==> config.mk <==
export PLATFORM = sky130hd
export DESIGN_NAME = lbist_ora
export DESIGN_NICKNAME = d
export VERILOG_FILES = /design/src/rtl/lbist_ora.sv
export SDC_FILE = /design/constraint.sdc
export NUM_CORES = 1
export LEC_CHECK = 0
export BUFFER_PORTS_ARGS = -buffer_cell sky130_fd_sc_hd__buf_2
export CAP_MARGIN = 15
export CELL_PAD_IN_SITES_DETAIL_PLACEMENT = 0
export CELL_PAD_IN_SITES_GLOBAL_PLACEMENT = 2
export CORE_AREA = 3 3 54 56
export DETAILED_ROUTE_END_ITERATION = 16
export DIE_AREA = 0 0 57 59
export HOLD_SLACK_MARGIN = 0.15
export PLACE_DENSITY = 0.71
export SETUP_SLACK_MARGIN = 0.15
export SYNTH_ARGS = -nofsm -noshare
export SYNTH_HDL_FRONTEND = slang
export SYNTH_SLANG_ARGS = --single-unit
==> constraint.sdc <==
create_clock -name clk -period 1.5 [get_ports clk]
set_input_delay 0.225 -clock clk [delete_from_list [all_inputs] [get_ports clk]]
set_output_delay 0.225 -clock clk [all_outputs]
set_load 0.03 [all_outputs]
==> src/rtl/lbist_ora.sv <==
// ----------------------------------------------------------------------------
// lbist_ora -- LBIST output response analyzer
//
// Compacts CUT response words into a Galois MISR on every enabled cycle until
// the pattern generator raises END. It keeps compacting for LAT more cycles so
// that responses still in the CUT pipeline are included. It then compares the
// signature against GOLDEN and reports done/pass to the BIST controller.
//
// Optional feature: define ORA_CYCLE_CNT_EN to add the saturating compaction
// counter and its 'cycles' output port.
//
// Ports
//   clk        in   1     rising-edge clock
//   rst        in   1     synchronous active-high reset
//   en         in   1     compact resp this cycle
//   resp       in   BITS  CUT response word
//   END        in   1     pattern sequence complete
//   signature  out  BITS  current MISR contents
//   done       out  1     test complete, sticky until rst
//   pass       out  1     signature matched GOLDEN (meaningful when done=1)
//   cycles     out  CNTW  MISR steps taken (ORA_CYCLE_CNT_EN only)
// ----------------------------------------------------------------------------
module lbist_ora #(
    parameter int              BITS   = 3,
    parameter logic [BITS-1:0] POLY   = 3'b011,
    parameter logic [BITS-1:0] SEED   = 3'b000,
    parameter logic [BITS-1:0] GOLDEN = 3'b100,
    parameter int              LAT    = 1,
    parameter int              CNTW   = 8
) (
    input  logic            clk,
    input  logic            rst,
    input  logic            en,
    input  logic [BITS-1:0] resp,
    input  logic            END,
    output logic [BITS-1:0] signature,
    output logic            done,
    output logic            pass
`ifdef ORA_CYCLE_CNT_EN
    ,
    output logic [CNTW-1:0] cycles
`endif
);

    typedef enum logic [1:0] {RUN, FLUSH, CHECK, DONE} state_t;

    // The flush countdown starts at LAT-1 so that exactly LAT edges are spent
    // in FLUSH. With LAT=0 the FLUSH state is never entered.
    localparam logic [3:0] CNT_INIT = (LAT > 0) ? 4'(LAT - 1) : 4'd0;

    state_t          state;
    logic [3:0]      cnt;
    logic [BITS-1:0] misr_nxt;
    logic            step;

    // Galois MISR: shift left, fold the bit leaving the MSB back in through
    // POLY, then XOR in the response word.
    always_comb begin
        misr_nxt = {signature[BITS-2:0], 1'b0}
                 ^ (signature[BITS-1] ? POLY : '0)
                 ^ resp;
    end

    assign step = en && ((state == RUN) || (state == FLUSH));

    always_ff @(posedge clk) begin
        if (rst) begin
            state     <= RUN;
            signature <= SEED;
            done      <= 1'b0;
            pass      <= 1'b0;
            cnt       <= 4'd0;
        end else begin
            if (step)
                signature <= misr_nxt;
            case (state)
                RUN: begin
                    // The END cycle's response is compacted above as usual.
                    if (END) begin
                        if (LAT > 0) begin
                            state <= FLUSH;
                            cnt   <= CNT_INIT;
                        end else begin
                            state <= CHECK;
                        end
                    end
                end
                FLUSH: begin
                    // The countdown advances whether or not en is set.
                    if (cnt == 4'd0)
                        state <= CHECK;
                    else
                        cnt <= cnt - 4'd1;
                end
                CHECK: begin
                    pass  <= (signature == GOLDEN);
                    done  <= 1'b1;
                    state <= DONE;
                end
                DONE: begin
                    // Everything is held until rst.
                end
                default: state <= RUN;
            endcase
        end
    end

`ifdef ORA_CYCLE_CNT_EN
    // Steps occur only in RUN/FLUSH, so the counter freezes in CHECK/DONE.
    always_ff @(posedge clk) begin
        if (rst)
            cycles <= '0;
        else if (step && (cycles != {CNTW{1'b1}}))
            cycles <= cycles + 1'b1;
    end
`endif

endmodule

* Word-level counts from Yosys, hierarchy flattened
Index checks and enable logic that the tools add are counted.
** Word-level totals
- Output and inout port bits :: 5
- Bits in writable memories :: 0
- ROM bits :: 0
- Flip-flop bits (word level) :: 11
- Memories kept :: 0
- Latch bits :: 0
** Operators by class
- Bitwise gates (word level) :: 2
- Reductions and logical operators :: 8
- Shift-type cells :: 0
- Eq/ne operators :: 6
- Divide/modulo/power cells :: 0
- Muxes and demuxes :: 7
- Multiply operators :: 0
- Order comparisons :: 0
- $add $sub $neg :: 1
** Operators with widths (count)
- $mux 4 :: 2
- $pmux 4 s2 :: 1
- $mux 2 :: 3
- $pmux 2 s3 :: 1
- $reduce_and 3->1 :: 2
- $logic_not 4->1 :: 1
- $ne 2x2->1 const B :: 2
- $sub 4x1->4 const B :: 1
- $eq 3x3->1 const B :: 1
- $reduce_bool 3->1 :: 1
- $xor 3x2->3 :: 1
- $xor 3x3->3 :: 1
- $eq 2x1->1 const B :: 1
- $eq 2x2->1 const B :: 1
- $logic_not 2->1 :: 1
- $ne 2x1->1 const B :: 1
- $reduce_bool 2->1 :: 1
- $logic_and 1x1->1 :: 1
- $logic_or 1x1->1 :: 1

* Longest topological paths before layout
Gate-level depths: netlist (run 1).
- Depth after elaboration :: 3
- Depth in mapped cells :: 6
- Depth with buffers taken out :: 6

* Least setup slack after synthesis (run 1)
OpenSTA, ideal clock, no wires.
- Path type :: reg-to-reg
- Start point :: register cnt[0]
- End point :: register state[1]
- Setup time :: 0.128 ns
- Arrival :: 1.393 ns
- Cell stages (with the launch flop) :: 7
- Required time :: 1.372 ns
- Slack :: -0.021 ns
- Period minus slack after synthesis :: 1.521 ns
- Cell sequence :: dfxtp_1 -> inv_1 -> ha_1 -> or3b_4 -> a211oi_2 -> mux2i_1 -> nor2_1
** Between the ends
- Word-level cells in the longest chain between the ends :: 3
** Ends and longest elaborated chain
- from (decl) :: line 52 : logic [3:0] cnt;
- from (signal assigned) :: line 93 : cnt <= cnt - 4'd1;
- $logic_not 4->1 :: line 90 : if (cnt == 4'd0)
- $ne 2x1->1 (no line)
- $reduce_and 3->1 (no line)
- to (signal assigned) :: line 91 : state <= CHECK;
- to (signal assigned) :: line 98 : state <= DONE;
- to (signal assigned) :: line 103 : default: state <= RUN;
- to (decl) :: line 51 : state_t state;
Every way passes these cells.
A chain may end at the register's enable or synchronous reset.

* Worst setup path in the final report (run 1)
Same ends and word-level chain as after synthesis.

==> results of run 1 <==
==> cells by family after synthesis <==
| group | count (synthesis) |
|---|---|
| DFF | 11 |
| xor gates and xnor gates | 4 |
| AOI/OAI and AO/OA | 16 |
| adders and majority gates | 6 |
| muxes | 2 |
| buffers and inverters | 6 |
| and+or+nand+nor | 24 |
==> placed cells by master, fill, tap and decap left out, types with 2 or more instances in the layout <==
cell	Yosys	layout
sky130_fd_sc_hd__a211oi_1	2	2
sky130_fd_sc_hd__a21oi_1	6	6
sky130_fd_sc_hd__buf_2	0	11
sky130_fd_sc_hd__buf_4	0	9
sky130_fd_sc_hd__clkbuf_4	0	3
sky130_fd_sc_hd__dfxtp_1	11	9
sky130_fd_sc_hd__dfxtp_2	0	2
sky130_fd_sc_hd__ha_1	6	2
sky130_fd_sc_hd__ha_2	0	2
sky130_fd_sc_hd__ha_4	0	2
sky130_fd_sc_hd__inv_1	4	2
sky130_fd_sc_hd__inv_2	0	2
sky130_fd_sc_hd__mux2i_1	2	2
sky130_fd_sc_hd__nand2b_1	3	3
sky130_fd_sc_hd__nor2_1	8	8
sky130_fd_sc_hd__o21ai_0	4	3
sky130_fd_sc_hd__or3_1	3	2
sky130_fd_sc_hd__xnor2_1	4	4
==> area by class of cell <==
cell class | count | area [um2] | area share (%)
clock buffers | 3 | 22.52 | 2.651
clock inverters | 1 | 5.005 | 0.5891
inverters | 4 | 15.01 | 1.767
multi-input cells | 52 | 412.9 | 48.60
flip-flops and latches | 11 | 222.7 | 26.22
well taps | 30 | 37.54 | 4.418
repair buffers | 21 | 133.9 | 15.76
==> metal layers <==
layer / wire (um) / track usage, % / vias up
met5: 0 / 0 / -
met4: 19 / 1.987 / 0
met3: 59 / 4.139 / 2
met2: 649 / 14.85 / 8
met1: 666 / 11.35 / 239
li1: - / - / 286
==> critical path, delay by kind of cell, from the launching register on <==
family,cells,cell delay [ps]
AOI/OAI and AO/OA,1,200
muxes,1,210
DFF,1,330
adders and majority gates,1,120
buffers and inverters,1,60
and+or+nand+nor,2,440
==> state kept, by name, indices dropped and copies added, names as in the netlist <==
name       flops
done           1
cnt            4
pass           1
signature      3
state          2
==> power by group through the flow <==
stage | logic, mW | registers, mW | clock network [mW]
after floorplan | 0.335 | 0.492 | 0
after global placement | 0.613 | 0.415 | 0
after detailed placement | 0.610 | 0.415 | 0
after CTS | 0.626 | 0.412 | 0.222
after global routing | 0.720 | 0.423 | 0.238
final | 0.640 | 0.413 | 0.214
==> metrics by stage <==
stage	hold WS [ps]	cells	cell area (um2)	setup TNS (ps)
after detailed placement	454.8	116	765.7	0
after floorplan	404.7	69	621.8	0
after CTS	228.7	122	837.1	0
after global routing	242.1	122	849.6	-100.5
after global placement	445.9	116	765.7	0
final	231.5	122	849.6	0
==> repair_timing <==
item / 4_1_cts / 5_1_grt
setup endpoints to repair: 6 / 9
resized for setup: 6 / 5
pin swaps: 5 / 3
buffers inserted: 2 / 0
==> how the worst max path moves through the flow <==
stage	from	endpoint	slack (ps)	cells after the start
6_report	cnt[0]$_SDFFE_PP0P_	state[1]$_SDFFE_PP0P_	20	6
3_3_place_gp	cnt[0]$_SDFFE_PP0P_	state[1]$_SDFFE_PP0P_	40	6
3_5_place_dp	cnt[1]$_SDFFE_PP0P_	state[1]$_SDFFE_PP0P_	20	6
5_1_grt	cnt[0]$_SDFFE_PP0P_	state[1]$_SDFFE_PP0P_	-60	6
4_1_cts	cnt[0]$_SDFFE_PP0P_	state[1]$_SDFFE_PP0P_	20	6
2_1_floorplan	cnt[0]$_SDFFE_PP0P_	state[1]$_SDFFE_PP0P_	60	6
==> summary.txt, run 1 <==
Outcome
  – Run status: finished, final reports clean

Worst setup path
  – CP Capture Type: flip-flop
  – Delay of the slowest cell on the worst path: approximately 400 ps
  – Ordered cell list for the critical path: inv_2 > ha_4 > or3b_4 > a211oi_2 > mux2i_1 > nor2_1
  – Critical register-to-register path endpoint: state[1]$_SDFFE_PP0P_
  – Worst Path Required: 1680 ps
  – Arrival time at the worst endpoint: 1650 ps
  – CP max-delay cell: sky130_fd_sc_hd__or3b_4
  – Worst-case register-to-register setup slack: between 20 and 25 ps
  – Crit start category: flip-flop
  – Critical path start-end classification: flip-flop to flip-flop
  – Start of the worst register-to-register path: cnt[0]$_SDFFE_PP0P_
  – Maximum fanout along the worst path: 3
  – Depth of the most critical reg-to-reg path: 6

Power
  – Switching power total: 0.5137 mW
  – Switching power share of the total: ~41%
  – Internal portion of total power: about 0.75 mW
  – Total power density per cell area: between 1000 and 1500 nW/um2
  – Logic gate share of total power: 50.5%
  – Total Power: 1.266 mW
  – Peak ir drop on the vdd network: ~1.1 mV
  – Proportion of power drawn by flip-flops and latches: around a third
  – Clock group share of total power: 16.9%
  – Leakage component of the power: around 0.35 nW

Min path
  – Worst hold path depth: 3
  – Worst Hold Class: input pin to flip-flop
  – Capture endpoint of the worst hold path: signature[2]$_SDFFE_PP0P_
  – Startpoint of the tightest hold check path: resp[2]

GRT
  – Wire length of the first global-routing pass: around 2.4 mm
  – Total overflow reported by the global router: 0
  – Pin count of the biggest net entering global routing: 14
  – All-layer global routing usage: between 9 and 10%
  – Antenna violations before repair: 0
  – Number of global-route vias before repair: 527

Timing
  – Setup violations, final: 0
  – Highest attainable clock frequency: 0.6769 GHz
  – Transition at the pin with the smallest max-transition slack: approximately 320 ps
  – Period utilisation layout: a little over nine tenths
  – PnR worst setup slack: approximately 23 ps
  – Worst Clk Skew: approximately 17 ps
  – Count of pins over their slew limit: 0
  – Unrepaired setup endpoints after global routing: true
  – Final min period: 1477 ps
  – Slew Limit Headroom: approximately 80%
  – Final hold violation count: 0

Floorplan
  – Area of the core: about 2500 um2
  – Count of boundary I/O pins: 12
  – Starting density of the core: between 20% and 30%
  – Die boundary height: between 50 and 60 um
  – Row count: 18
  – Die width: about 57 um
  – Full die area: 3363 um2

CTS
  – CTS tree: built
  – CTS HTree Levels: 1
  – Cell at the root of the clock tree: sky130_fd_sc_hd__clkbuf_4
  – Post-CTS Hold Fix Bufs: 0
  – Number of buffers created by CTS: 3
  – Clk_lat worst skew: between 200 and 300 ps
  – Register clock-pin slew on the reported worst setup and hold paths: around 90 ps
  – Clock Path Buffers: 2
  – Clock sink total: 11

Place
  – Gpl congestion: ~0.80
  – DP HPWL: ~1.0 mm
  – DP Worst Slack: about 16 ps
  – Number of buffers added on ports: 11

Synthesis
  – Yosys top cell area share: 36.21%
  – Post-synth net total: 82
  – Most used standard cells in the synthesized netlist: sky130_fd_sc_hd__dfxtp_1, sky130_fd_sc_hd__nor2_1, sky130_fd_sc_hd__a21oi_1, sky130_fd_sc_hd__ha_1
  – Post-synthesis instance area: 608.1 um2
  – Main synth FF type: sky130_fd_sc_hd__dfxtp_1
  – Area fraction in compound gates after synthesis: 16.46%
  – Most common cell in the netlist: sky130_fd_sc_hd__dfxtp_1
  – Most area-consuming cells after synthesis: sky130_fd_sc_hd__dfxtp_1, sky130_fd_sc_hd__ha_1, sky130_fd_sc_hd__xnor2_1
  – Synth warn: 0
  – Simple logic cell fraction of the synthesized area: between 20 and 25%
  – Post-synth cell types: 24
  – Async set-or-reset flop fraction in the synthesized netlist: 0%
  – XOR/XNOR Fraction of Synth Area: just under 6%
  – Adder-cell area share of the yosys netlist: 12.35%
  – Combinational family with the most area after synthesis: simple AND/OR/NAND/NOR gates
  – Post-synthesis register bit count: 11
  – Mux contribution to synthesized area: between 3 and 4%
  – Number of flops mapped to enable cells by yosys: 0
  – Cells after Synth: 69
  – Synthesized area per cell: between 8 and 9 um2
  – Leading area contributor after synthesis: sky130_fd_sc_hd__dfxtp_1
  – Sequential cell area fraction in the yosys report: between 30 and 40%

Routing
  – Antenna viol nets, final: 0
  – Number of iterations in the first detailed-routing pass: 3
  – Starting DRC count in detailed routing: 7
  – Total number of vias: between 500 and 600
  – Detailed-route vias per instance: around 4.4
  – Routed wire per std cell: about 11 um
  – DRC: 0
  – Final wirelength: ~1.4 mm

Cells and area
  – Number of nets in the final layout: ~110
  – Filler instances: 279
  – Share of cells above drive strength 1: between 40% and 50%
  – Antenna diode instance count: 0
  – Signed area change from the synthesized netlist to the final layout: 39.71%
  – Share of the core filled with cells: 34.29%

Flow run
  – Number of maximum-capacitance violations: 0
Power figures use the tool's default switching activity.
==> inputs of run 2 (changes only) <==
--- a/config.mk
+++ b/config.mk
@@ -12,8 +12,10 @@
 export CORE_AREA = 3 3 54 56
 export DETAILED_ROUTE_END_ITERATION = 16
 export DIE_AREA = 0 0 57 59
+export GPL_TIMING_DRIVEN = 0
 export HOLD_SLACK_MARGIN = 0.15
-export PLACE_DENSITY = 0.71
+export PLACE_DENSITY = 0.69
+export REMOVE_ABC_BUFFERS = 1
 export SETUP_SLACK_MARGIN = 0.15
 export SYNTH_ARGS = -nofsm -noshare
 export SYNTH_HDL_FRONTEND = slang
==> constraint.sdc (replaced) <==
create_clock -name clk -period 1.6 [get_ports clk]
set_input_delay 0.24 -clock clk [delete_from_list [all_inputs] [get_ports clk]]
set_output_delay 0.24 -clock clk [all_outputs]
set_load 0.03 [all_outputs]
==> run 2 against run 1 <==
Fmax decreased by 1.3%; die area is the same; final cell count fell by 4.1%; non-clock buffer count shrank 5; sequential power is 3% lower.
==> summary.txt, run 2 (synthesized netlist as in run 1, its figures left out) <==
Power
  – Peak ir drop on the vdd network: about 0.54 mV
  – Leakage component of the power: 0.3178 nW
  – Total power density per cell area: 1400 nW/um2
  – Total Power: around 1.1 mW

Place
  – DP HPWL: approximately 940 um
  – Area after detailed placement: roughly 690 um2
  – Gpl congestion: between 0.7 and 0.8
  – Number of buffers added on ports: 11
  – Cells after DPL: approximately 110

CTS
  – Cell at the root of the clock tree: sky130_fd_sc_hd__clkbuf_4
  – Number of buffers created by CTS: 3
  – Clk_lat worst skew: between 200 and 300 ps
  – CTS tree: built
  – Register clock-pin slew on the reported worst setup and hold paths: 80 ps
  – Post-CTS Hold Fix Bufs: 0
  – CTS HTree Levels: 1
  – Clock sink total: 11
  – Clock Path Buffers: 2

Worst setup path
  – Arrival time at the worst endpoint: around 1700 ps
  – CP Capture Type: flip-flop
  – Maximum fanout along the worst path: 3
  – CP max-delay cell: sky130_fd_sc_hd__or3b_4
  – Delay of the slowest cell on the worst path: slightly below 400 ps
  – Crit path buffers/inverters: 1
  – Critical path's top delay family: simple AND/OR/NAND/NOR gates
  – Critical path start-end classification: flip-flop to flip-flop
  – Worst Path Required: 1760 ps
  – Ordered cell list for the critical path: inv_2 > ha_4 > or3b_4 > a211oi_2 > mux2i_1 > nor2_1
  – Crit start category: flip-flop

Outcome
  – Run status: finished, final reports clean

Timing
  – Worst hold slack: 273.1 ps
  – Highest attainable clock frequency: 0.6683 GHz
  – Slew Limit Headroom: around 80%
  – Setup violations, final: 0
  – Worst Clk Skew: between 9 and 10 ps
  – Final hold violation count: 0
  – Count of pins over their slew limit: 0
  – Transition at the pin with the smallest max-transition slack: around 300 ps
  – Unrepaired setup endpoints after global routing: true
  – Period utilisation layout: 93.52%
  – Final min period: between 1000 and 1500 ps

GRT
  – Pin count of the biggest net entering global routing: 14
  – All-layer global routing usage: between 8 and 9%
  – Total overflow reported by the global router: 0
  – Number of global-route vias before repair: 553
  – Wire length of the first global-routing pass: roughly 2.3 mm
  – Antenna violations before repair: 0

Floorplan
  – Count of boundary I/O pins: 12
  – Row count: 18
  – Die width: about 57 um
  – Area of the core: 2477 um2
  – Die boundary height: just under 60 um
  – Full die area: around 3400 um2
  – Starting density of the core: about a quarter

Routing
  – Final wirelength: about 1.3 mm
  – DRC: 0
  – Antenna viol nets, final: 0
  – Starting DRC count in detailed routing: 3
  – Total number of vias: 533
  – Routed wire per std cell: ~11 um
  – Number of iterations in the first detailed-routing pass: 4
  – Detailed-route vias per instance: 4.556

Flow run
  – Number of maximum-capacitance violations: 0

Cells and area
  – Share of cells above drive strength 1: between 30% and 40%
  – Largest registers: cnt: 4 flops, signature: 3 flops, state: 2 flops
  – Antenna diode instance count: 0
  – Highest-count cells in the layout ignoring fill and taps: sky130_fd_sc_hd__buf_2, sky130_fd_sc_hd__nor2_1, sky130_fd_sc_hd__dfxtp_1, sky130_fd_sc_hd__a21oi_1, sky130_fd_sc_hd__buf_4
  – Share of the core filled with cells: between 30% and 40%
  – Largest register FFs: 4
  – Number of nets in the final layout: about 100
  – Most frequent standard cell in the layout excluding fill and tap cells: sky130_fd_sc_hd__buf_2
  – Signed area change from the synthesized netlist to the final layout: 30.25%
  – Final cell count without fillers: 117
  – Largest Register: cnt
  – Final standard cell area without fillers: 792.0 um2

Min path
  – Worst Hold Class: input pin to flip-flop
==> run 2: power breakdown <==
group / switching (mW) / internal (mW)
sequential: 0.0610 / 0.339
clock: 0.0956 / 0.0963
combinational: 0.290 / 0.227
==> run 2: worst min-delay path: stages <==
cell,delay (ps)
sky130_fd_sc_hd__buf_2,80
sky130_fd_sc_hd__xnor2_1,100
sky130_fd_sc_hd__a211oi_1,60
==> run 2: final cells by class <==
| cell class | count | area, um2 |
|---|---|---|
| clock buffers | 4 | 26.28 |
| inverters | 4 | 15.01 |
| well taps | 30 | 37.54 |
| multi-input cells | 52 | 395.4 |
| fillers | 288 | 1685 |
| flip-flops and latches | 11 | 225.2 |
| repair buffers | 16 | 92.59 |
==> run 2: timing repair <==
action,in CTS,in global routing
endpoints found under the setup margin,5,9
gates resized for setup,10,5
buffers inserted,4,1
pin swaps,3,1
==> run 2: routing by layer <==
layer  part of all wire (%)  GRT usage, %  up-vias
met3                    4.8         1.743        0
met1                     45         10.69      248
met2                     50         13.70       12
met4                      0         5.629        0
li1                       -             -      273
met5                      0             0        -
==> run 2: path summary, 6_finish.rpt <==
path	to	cells after the start	startpoint	slack, ps
hold reg to reg	done$_SDFFE_PP0N_	2	done$_SDFFE_PP0N_	470
setup / recovery	state[1]$_SDFFE_PP0P_	6	cnt[1]$_SDFFE_PP0P_	100
setup reg to reg	state[1]$_SDFFE_PP0P_	6	cnt[1]$_SDFFE_PP0P_	100
hold / removal	signature[0]$_SDFFE_PP0P_	3	resp[0]	270
==> run 2: stage by stage <==
step | setup TNS [ps] | worst slack, ps
finish | 0 | 103.6
global placement | -42.95 | -29.65
global route | 0 | 2.461
CTS | 0 | 102.5
detailed placement | -79.74 | -43.48
floorplan | 0 | 92.58
==> inputs of run 3 (changes only) <==
--- a/config.mk
+++ b/config.mk
@@ -7,7 +7,7 @@
 export LEC_CHECK = 0
 export BUFFER_PORTS_ARGS = -buffer_cell sky130_fd_sc_hd__buf_2
 export CAP_MARGIN = 15
-export CELL_PAD_IN_SITES_DETAIL_PLACEMENT = 0
+export CELL_PAD_IN_SITES_DETAIL_PLACEMENT = 1
 export CELL_PAD_IN_SITES_GLOBAL_PLACEMENT = 2
 export CORE_AREA = 3 3 54 56
 export DETAILED_ROUTE_END_ITERATION = 16
@@ -16,7 +16,7 @@
 export HOLD_SLACK_MARGIN = 0.15
 export PLACE_DENSITY = 0.69
 export REMOVE_ABC_BUFFERS = 1
-export SETUP_SLACK_MARGIN = 0.15
+export SETUP_SLACK_MARGIN = 0.4
 export SYNTH_ARGS = -nofsm -noshare
 export SYNTH_HDL_FRONTEND = slang
 export SYNTH_SLANG_ARGS = --single-unit
==> run 3 against run 2 <==
Global-route usage rose by 0.42 points; utilization rose by 3.1 points; register-to-register slack got worse by 20 ps; sequential cell count did not move; fmax fell by 1.4%; clock-buffer cell count did not move; largest power group unchanged; highest routed layer unchanged.
==> summary.txt, run 3 (synthesized netlist as in run 1, its figures left out) <==
Floorplan
  – Die width: 57 um
  – Starting density of the core: about 25%
  – Row count: 18
  – Count of boundary I/O pins: 12
  – Area of the core: around 2500 um2
  – Die boundary height: 59 um
  – Full die area: 3363 um2

Routing
  – Total number of vias: 552
  – Antenna viol nets, final: 0
  – Routed wire per std cell: 12.32 um
  – Starting DRC count in detailed routing: 5
  – Final wirelength: 1.478 mm
  – Number of iterations in the first detailed-routing pass: 3
  – Detailed-route vias per instance: around 4.6
  – DRC: 0

CTS
  – Clock sink total: 11
  – Clk_lat worst skew: between 200 and 300 ps
  – Clock Path Buffers: 2
  – CTS tree: built
  – Number of buffers created by CTS: 3
  – Cell at the root of the clock tree: sky130_fd_sc_hd__clkbuf_4
  – CTS HTree Levels: 1
  – Register clock-pin slew on the reported worst setup and hold paths: ~80 ps
  – Post-CTS Hold Fix Bufs: 0

Worst setup path
  – Critical path start-end classification: flip-flop to flip-flop
  – Maximum fanout along the worst path: 3
  – Arrival time at the worst endpoint: about 1700 ps
  – Worst Path Required: roughly 1800 ps
  – CP Capture Type: flip-flop
  – Ordered cell list for the critical path: inv_2 > ha_4 > or3b_4 > a211oi_2 > mux2i_1 > nor2_1
  – CP max-delay cell: sky130_fd_sc_hd__or3b_4
  – Delay of the slowest cell on the worst path: 400 ps
  – Crit start category: flip-flop

Cells and area
  – Filler instances: 301
  – Highest-count cells in the layout ignoring fill and taps: sky130_fd_sc_hd__buf_2, sky130_fd_sc_hd__buf_4, sky130_fd_sc_hd__nor2_1, sky130_fd_sc_hd__a21oi_1, sky130_fd_sc_hd__dfxtp_1
  – Signed area change from the synthesized netlist to the final layout: 42.80%
  – Number of nets in the final layout: roughly 100
  – Largest Register: cnt
  – Final cell count without fillers: 120
  – Most frequent standard cell in the layout excluding fill and tap cells: sky130_fd_sc_hd__buf_2
  – Largest registers: cnt: 4 flops, signature: 3 flops, state: 2 flops
  – Antenna diode instance count: 0
  – Largest register FFs: 4
  – Share of cells above drive strength 1: between 40% and 50%

GRT
  – All-layer global routing usage: 9.074%
  – Total overflow reported by the global router: 0
  – Number of global-route vias before repair: 550
  – Wire length of the first global-routing pass: between 2 and 2.5 mm
  – Antenna violations before repair: 0
  – Pin count of the biggest net entering global routing: 14

Timing
  – Final min period: approximately 1500 ps
  – Highest attainable clock frequency: ~0.66 GHz
  – Worst Clk Skew: roughly 8.1 ps
  – Slew Limit Headroom: 83.17%
  – Period utilisation layout: approximately 95%
  – Final hold violation count: 0
  – Unrepaired setup endpoints after global routing: true
  – Setup violations, final: 0
  – Transition at the pin with the smallest max-transition slack: ~250 ps
  – Total negative slack for setup checks: 0 ps
  – Count of pins over their slew limit: 0

Power
  – Internal portion of total power: around 0.77 mW
  – Total power density per cell area: 1503 nW/um2
  – Leakage component of the power: 0.3507 nW
  – Switching power share of the total: 40.88%
  – Peak ir drop on the vdd network: around 0.7 mV
  – Clock group share of total power: about 15%
  – Logic gate share of total power: a little over half
  – Proportion of power drawn by flip-flops and latches: between 30% and 40%
  – Switching power total: about 0.53 mW

Place
  – Number of buffers added on ports: 11
  – Cells after DPL: between 100 and 150
  – Gpl congestion: slightly below 0.8

Min path
  – Worst Hold Class: input pin to flip-flop

Flow run
  – Number of maximum-capacitance violations: 0

Outcome
  – Run status: finished, final reports clean
==> run 3: cell count changes in the layout (fill, tap and decap cells not counted), moves of 2 or more <==
cell | before | now
sky130_fd_sc_hd__buf_4 | 5 | 8
sky130_fd_sc_hd__ha_4 | 1 | 3
sky130_fd_sc_hd__dfxtp_4 | 0 | 2
sky130_fd_sc_hd__inv_1 | 2 | 0
sky130_fd_sc_hd__ha_2 | 2 | 0
==> run 3: critical path, delay by kind of cell (launching register included) <==
family / cells / cell delay [ps]
DFF: 1 / 330
adders and majority gates: 1 / 130
muxes: 1 / 200
buffers and inverters: 1 / 70
AOI/OAI and AO/OA: 1 / 220
and+or+nand+nor: 2 / 460
==> run 3: what timing repair did <==
action / CTS / global route
gates resized for setup: 12 / 16
pin swaps: 4 / 4
setup buffers: 4 / 4
setup endpoints to repair: 10 / 9
cloned: 0 / 0
==> run 3: power groups by stage <==
stage	clock network [mW]	registers (mW)	logic, mW
final	0.196	0.425	0.683
after global routing	0.230	0.440	0.760
after CTS	0.207	0.402	0.515
after detailed placement	0	0.402	0.500
after global placement	0	0.399	0.486
after floorplan	0	0.461	0.308
==> run 3: worst paths after layout <==
kind	start	end	slack [ps]	depth (start not counted)
worst max register to register	cnt[1]$_SDFFE_PP0P_	state[1]$_SDFFE_PP0P_	80	6
worst min register to register	done$_SDFFE_PP0N_	done$_SDFFE_PP0N_	470	2
worst max-delay path	cnt[1]$_SDFFE_PP0P_	state[1]$_SDFFE_PP0P_	80	6
worst min-delay path	resp[0]	signature[0]$_SDFFE_PP0P_	270	3
==> run 3: per-layer routing <==
| metal | up-vias | routed length, um | global-route usage, % |
|---|---|---|---|
| li1 | 281 | - | - |
| met1 | 261 | 633 | 10.58 |
| met2 | 10 | 776 | 16.15 |
| met3 | 0 | 68 | 1.743 |
| met4 | 0 | 0 | 3.974 |
| met5 | - | 0 | 0 |
==> run 3: final cells by class <==
cell class / instances / area (um2) / share of cell area, %
inverter: 4 / 17.52 / 2.017
timing repair buffer: 19 / 115.1 / 13.26
sequential: 11 / 231.5 / 26.66
clock buffer: 4 / 26.28 / 3.026
tap: 30 / 37.54 / 4.323
multi-input combinational: 52 / 440.4 / 50.72
==> run 3: per-stage QoR <==
stage | total power, mW | hold WS [ps] | cell area (um2) | utilization [%] | setup slack (ps)
2_1_floorplan | 0.7690 | 309.1 | 599.3 | - | 92.58
3_3_place_gp | 0.8856 | 444.4 | 691.9 | 27.93 | -29.65
3_5_place_dp | 0.9023 | 457.6 | 691.9 | 27.93 | -73.60
4_1_cts | 1.125 | 267.8 | 774.5 | 31.26 | 81.06
5_1_grt | 1.430 | 278.8 | 868.3 | 35.05 | 36.19
6_report | 1.305 | 272.4 | 868.3 | 35.05 | 82.46
